===== config.mk =====
export PLATFORM = sky130hd
export DESIGN_NAME = lvds_link_ctrl
export DESIGN_NICKNAME = d
export VERILOG_FILES = /design/src/rtl/lvds_link_pkg.sv /design/src/rtl/lvds_link_ctrl.sv
export SDC_FILE = /design/constraint.sdc
export NUM_CORES = 1
export LEC_CHECK = 0
export CAP_MARGIN = 20
export CORE_MARGIN = 2
export CORE_UTILIZATION = 35
export CTS_CLUSTER_SIZE = 30
export DETAILED_ROUTE_END_ITERATION = 10
export GPL_TIMING_DRIVEN = 1
export PLACE_DENSITY_LB_ADDON = 0.25
export SYNTH_ARGS = -nofsm -noshare
export SYNTH_HDL_FRONTEND = slang
export SYNTH_SLANG_ARGS = --single-unit
export TNS_END_PERCENT = 1

===== constraint.sdc =====
create_clock -name i_clk -period 1.8 [get_ports i_clk]
set_input_delay 0.27 -clock i_clk [delete_from_list [all_inputs] [get_ports i_clk]]
set_output_delay 0.27 -clock i_clk [all_outputs]
set_load 0.02 [all_outputs]

===== src/rtl/lvds_link_pkg.sv =====
`default_nettype none
// ============================================================================
// Module : lvds_link_pkg
// Desc   : Shared state encoding and constants for the LVDS link sequencer.
// Rev    : 1.0 - initial release
// ============================================================================
package lvds_link_pkg;

    typedef enum logic [2:0] {
        IDLE  = 3'd0,
        TRAIN = 3'd1,
        HOLD  = 3'd2,
        RUN   = 3'd3,
        DRAIN = 3'd4
    } link_state_t;

    localparam int RETRAIN_CNT_W = 8;

    function automatic int max_int(input int a, input int b);
        return (a > b) ? a : b;
    endfunction

endpackage
`default_nettype wire


===== src/rtl/lvds_link_ctrl.sv =====
`default_nettype none
// ============================================================================
// Module : lvds_link_ctrl
// Desc   : Link sequencer: sync training, partner hold-off, TX/RX gate scheduling.
// Rev    : 1.0 - initial release
// ============================================================================
module lvds_link_ctrl
    import lvds_link_pkg::*;
#(
    parameter int SYNC_HOLD_CYCLES = 256,
    parameter int LOCK_TIMEOUT     = 65535
) (
    input  logic                     i_clk,
    input  logic                     i_rst,
    input  logic                     i_enable,
    input  logic                     i_sync_complete,
    output logic                     o_sync_generate,
    input  logic                     i_tx_pending,
    output logic                     o_tx_start,
    input  logic                     i_tx_done,
    output logic                     o_tx_grant,
    input  logic                     i_rx_available,
    input  logic                     i_rx_ready,
    output logic                     o_rx_pull,
    output logic                     o_link_up,
    output logic [2:0]               o_state,
    output logic                     o_lock_err,
    output logic [RETRAIN_CNT_W-1:0] o_retrain_cnt
);

    localparam int CNT_W = $clog2(max_int(SYNC_HOLD_CYCLES, LOCK_TIMEOUT) + 1);
    localparam logic [CNT_W-1:0] c_hold_last    = CNT_W'(SYNC_HOLD_CYCLES - 1);
    localparam logic [CNT_W-1:0] c_timeout_last = CNT_W'(LOCK_TIMEOUT - 1);

    link_state_t              r_state;
    link_state_t              w_next;
    logic [CNT_W-1:0]         r_cnt;
    logic [CNT_W-1:0]         w_cnt_next;
    logic                     r_tx_busy;
    logic                     r_rx_holdoff;
    logic                     r_sync_generate;
    logic                     r_tx_start;
    logic                     r_rx_pull;
    logic                     r_link_up;
    logic                     r_lock_err;
    logic [RETRAIN_CNT_W-1:0] r_retrain_cnt;
    logic                     w_timeout;
    logic                     w_run_ok;
    logic                     w_tx_start;
    logic                     w_rx_pull;
    logic                     w_in_flight;

    // No new work is issued in the cycle RUN is being left.
    assign w_run_ok    = (r_state == RUN) && i_sync_complete && i_enable;
    assign w_tx_start  = w_run_ok && i_tx_pending && (!r_tx_busy || i_tx_done);
    assign w_rx_pull   = w_run_ok && i_rx_available && i_rx_ready && !r_rx_holdoff;
    // A done arriving on the exit cycle already retires the word, so DRAIN is skipped.
    assign w_in_flight = r_tx_busy && !i_tx_done;

    always_comb begin
        w_next     = r_state;
        w_cnt_next = '0;
        w_timeout  = 1'b0;
        case (r_state)
            IDLE: begin
                if (i_enable) w_next = TRAIN;
            end
            TRAIN: begin
                if (!i_enable)                   w_next = IDLE;
                else if (i_sync_complete)        w_next = HOLD;
                else if (r_cnt == c_timeout_last) w_timeout = 1'b1;
                else                             w_cnt_next = r_cnt + CNT_W'(1);
            end
            HOLD: begin
                if (!i_enable)                w_next = IDLE;
                else if (!i_sync_complete)    w_next = TRAIN;
                else if (r_cnt == c_hold_last) w_next = RUN;
                else                          w_cnt_next = r_cnt + CNT_W'(1);
            end
            RUN: begin
                if (!i_sync_complete) w_next = w_in_flight ? DRAIN : TRAIN;
                else if (!i_enable)   w_next = w_in_flight ? DRAIN : IDLE;
            end
            DRAIN: begin
                if (i_tx_done) w_next = i_enable ? TRAIN : IDLE;
            end
            default: w_next = IDLE;
        endcase
    end

    always_ff @(posedge i_clk or posedge i_rst) begin
        if (i_rst) begin
            r_state         <= IDLE;
            r_cnt           <= '0;
            r_tx_busy       <= 1'b0;
            r_rx_holdoff    <= 1'b0;
            r_sync_generate <= 1'b0;
            r_tx_start      <= 1'b0;
            r_rx_pull       <= 1'b0;
            r_link_up       <= 1'b0;
            r_lock_err      <= 1'b0;
            r_retrain_cnt   <= '0;
        end else begin
            r_state         <= w_next;
            r_cnt           <= w_cnt_next;
            r_sync_generate <= (w_next == TRAIN) || (w_next == HOLD);
            r_link_up       <= (w_next == RUN);
            r_tx_start      <= w_tx_start;
            r_rx_pull       <= w_rx_pull;
            r_rx_holdoff    <= w_rx_pull;
            if (w_tx_start)     r_tx_busy <= 1'b1;
            else if (i_tx_done) r_tx_busy <= 1'b0;
            if (w_timeout) r_lock_err <= 1'b1;
            if ((r_state == RUN) && !i_sync_complete && (r_retrain_cnt != '1))
                r_retrain_cnt <= r_retrain_cnt + RETRAIN_CNT_W'(1);
        end
    end

    assign o_sync_generate = r_sync_generate;
    assign o_tx_start      = r_tx_start;
    assign o_tx_grant      = i_tx_done && r_tx_busy;
    assign o_rx_pull       = r_rx_pull;
    assign o_link_up       = r_link_up;
    assign o_state         = r_state;
    assign o_lock_err      = r_lock_err;
    assign o_retrain_cnt   = r_retrain_cnt;

endmodule
`default_nettype wire


==> impl_results.md <==
* Outcome: complete, no violations
* Worst-path clk slew at 70 ps
* Global route overflow at 0
* Max IR drop VDD at 0.000344 V
* Largest net degree at the start of global routing at 34
* Setup TNS at 0 ps
* WP depth at 5
* Worst slew pin tran at 426 ps
* Port bufs at 24
* First-pass GRT wire length at 6410 um
* Max-cap violations at 0
* Die Wd at 74.1 um
* Area delta synth->final at 36.2%
* Worst setup SP type: register
* Final std cells w/o fill at 286
* R2r setup slk at 7 ps
* Share of cells above drive strength 1 at 0.260
* # rows at 25
* Maximum fanout along the worst path at 16
* RR Endpoint: r_cnt[10]
* Yosys top cell area share at 0.480
* IO Count at 25
* Core footprint at 4720 um^2
* Final Routed Wirelength at 3670 um
* Tmin final at 1790 ps
* Area after DPL at 2220 um^2
* Cells after DPL at 278
* RR Startpoint: r_cnt[13]
* Bufs and invs on worst path at 1
* Worst clock skew at 6.31 ps
* Synthesized Nets at 176
* Clk buf depth at 2
* Drt wl/cell at 12.8 um
* DRC at 0
* Root Driver: clkbuf_8
* Vias in the first global route at 1430
* Die Y at 74.1 um
* Crit-path cells: or4_4, nor4_4, a2bb2oi_4, buf_12, nor2_1
* Ys flop type: dfrtp_1
* All-layer global routing usage at 0.154
* Antenna-violating nets left at 0
* Synthesized area at 1720 um^2
* Period utilization at 0.996
* EDFF count, synth at 0
* Most frequent cell after synthesis: dfrtp_1
* DPL Wire Length at 2730 um
* #FFs+latches synth at 33
* Setup violations, final at 0
* Slowest CP cell: or4_4
* Power Density at 771 nW/um^2
* Initial core utilization at 0.364
* Worst Hold Class: input pin to asynchronous set/reset pin
* Gpl congestion at 0.911
* Finished Cell Area at 2340 um^2
* R2R depth at 5
* PnR Total Power at 1.81 mW
* Die ar. at 5490 um^2
* Synth area leader: dfrtp_1
* Library cells used by synthesis at 38
* Num CTS Buffers at 5
* Worst Setup EP: r_cnt[10]
* Layout Nets at 229
* CTS sink count at 33
* Leak at 1.01 nW
* Yosys warnings at 0
* Hold_buf cts at 0
* Postcts setup bufs at 0
* RSZ-0062 raised after global routing: yes
* Max_slew headroom at 0.716
* Number of diodes at 0
* Arrival @ worst endpoint at 1970 ps
* Sequential area share after synthesis at 0.480
* Total number of vias at 1412
* Router iterations before antenna repair at 4
* H-tree levels at 2
* Async SR Flop Fraction at 1.00
* Max Fclk at 0.558 GHz
* Post-Syn Area per Cell at 10.4 um^2
* Initial antenna violation count at 0
* Most frequent cells after synthesis: dfrtp_1 (33), nand2_1 (15), nor2_1 (11)
* Final core occ at 0.496
* Crit path capture type: register
* Post-DR vias/cell at 4.94
* Final max-slew violation count at 0
* Synth area leaders: dfrtp_1 (48%), xor2_1 (5.1%), xnor2_1 (4.6%)
* Worst path required time at 1970 ps
* Final hold violations at 0
* Critical path's top delay family: simple AND/OR/NAND/NOR gates
* Worst skew pair latency at 290 ps
* Gate Count Post-Synth at 165
* Largest stage delay, worst path at 550 ps
* CTS tree: yes
* Detailed Route Iter0 Violations at 44
* Crit Path Class: register to register
* Crit. Startpoint: r_cnt[13]
## per-stage QoR
step,worst slack [ps],hold slack [ps]
6_report,7.24,358
5_1_grt,-54.5,434
4_1_cts,-16.7,378
3_5_place_dp,-53.7,430
3_3_place_gp,-1.92,418
2_1_floorplan,-59.1,336
## placed cells by master, fill, tap and decap left out, drive strengths merged, types with 2 or more instances in the layout
cell type / netlist / final
ha: 3 / 3
nor3: 7 / 7
nor2: 21 / 21
o21ai: 3 / 3
nand2: 15 / 15
a2bb2oi: 2 / 2
inv: 6 / 6
nand4: 8 / 8
nand3: 10 / 10
a21oi: 4 / 4
or4: 4 / 4
dfrtp: 33 / 33
xor2: 10 / 10
xnor2: 9 / 9
mux2: 2 / 2
nor4: 7 / 7
and3: 3 / 3
nand2b: 2 / 2
clkbuf: 3 / 5
clkdlybuf4s50: 0 / 24
buf: 2 / 27
## how the worst min path moves through the flow
stage | from | to | slack [ps]
3_5_place_dp | o_rx_pull | o_rx_pull | 430
4_1_cts | i_rst | r_cnt[5] | 380
3_3_place_gp | o_rx_pull | o_rx_pull | 420
6_report | i_rst | r_cnt[5] | 360
5_1_grt | i_rst | o_retrain_cnt[0] | 430
2_1_floorplan | i_tx_done | o_state[2] | 340
## layout make-up
class                           count  area (um^2)
Clock buffer                        5         68.8
Clock inverter                      3         46.3
Fill cell                         432         2380
Inverter                            6         22.5
Multi-Input combinational cell    121          841
Sequential cell                    33          826
Tap cell                           67         83.8
Timing Repair Buffer               51          455
## worst min-delay path: stages
cell             delay [ps]
clkdlybuf4s50_1         390
inv_1                    50
buf_4                   360
## repair_timing
action,4_1_cts,5_1_grt
cloned,0,0
pin swaps,0,4
setup endpoints to repair,9,22
resized for setup,1,2
## layer usage
layer | GRT usage | share of wire | up-vias
met5 | 0 | 0 | -
met4 | 0.0727 | 0.026 | 0
met3 | 0.0407 | 0.033 | 9
met2 | 0.265 | 0.49 | 26
met1 | 0.180 | 0.45 | 685
li1 | - | - | 692
## kinds of logic after synthesis
kind of cell,synth area share
XOR/XNOR,0.0967
AND/OR/NAND/NOR,0.281
buffers and inverters,0.0378
multiplexers,0.0131
flip-flops,0.480
AO/OA/AOI/OAI,0.0691
adder cells (fa/ha/maj),0.0218
## power by group
group | internal, mW | switching (mW)
registers | 0.776 | 0.0376
clock network | 0.414 | 0.287
logic | 0.144 | 0.148
total | 1.33 | 0.472
## flip-flops by register name, summed over array words and instances (netlist names)
| register | flops |
|---|---|
| o_lock_err | 1 |
| o_tx_start | 1 |
| o_retrain_cnt | 8 |
| o_rx_pull | 1 |
| o_state | 3 |
| r_tx_busy | 1 |
| o_sync_generate | 1 |
| o_link_up | 1 |
| r_cnt | 16 |
No activity file was read; power rests on OpenSTA's default activity.
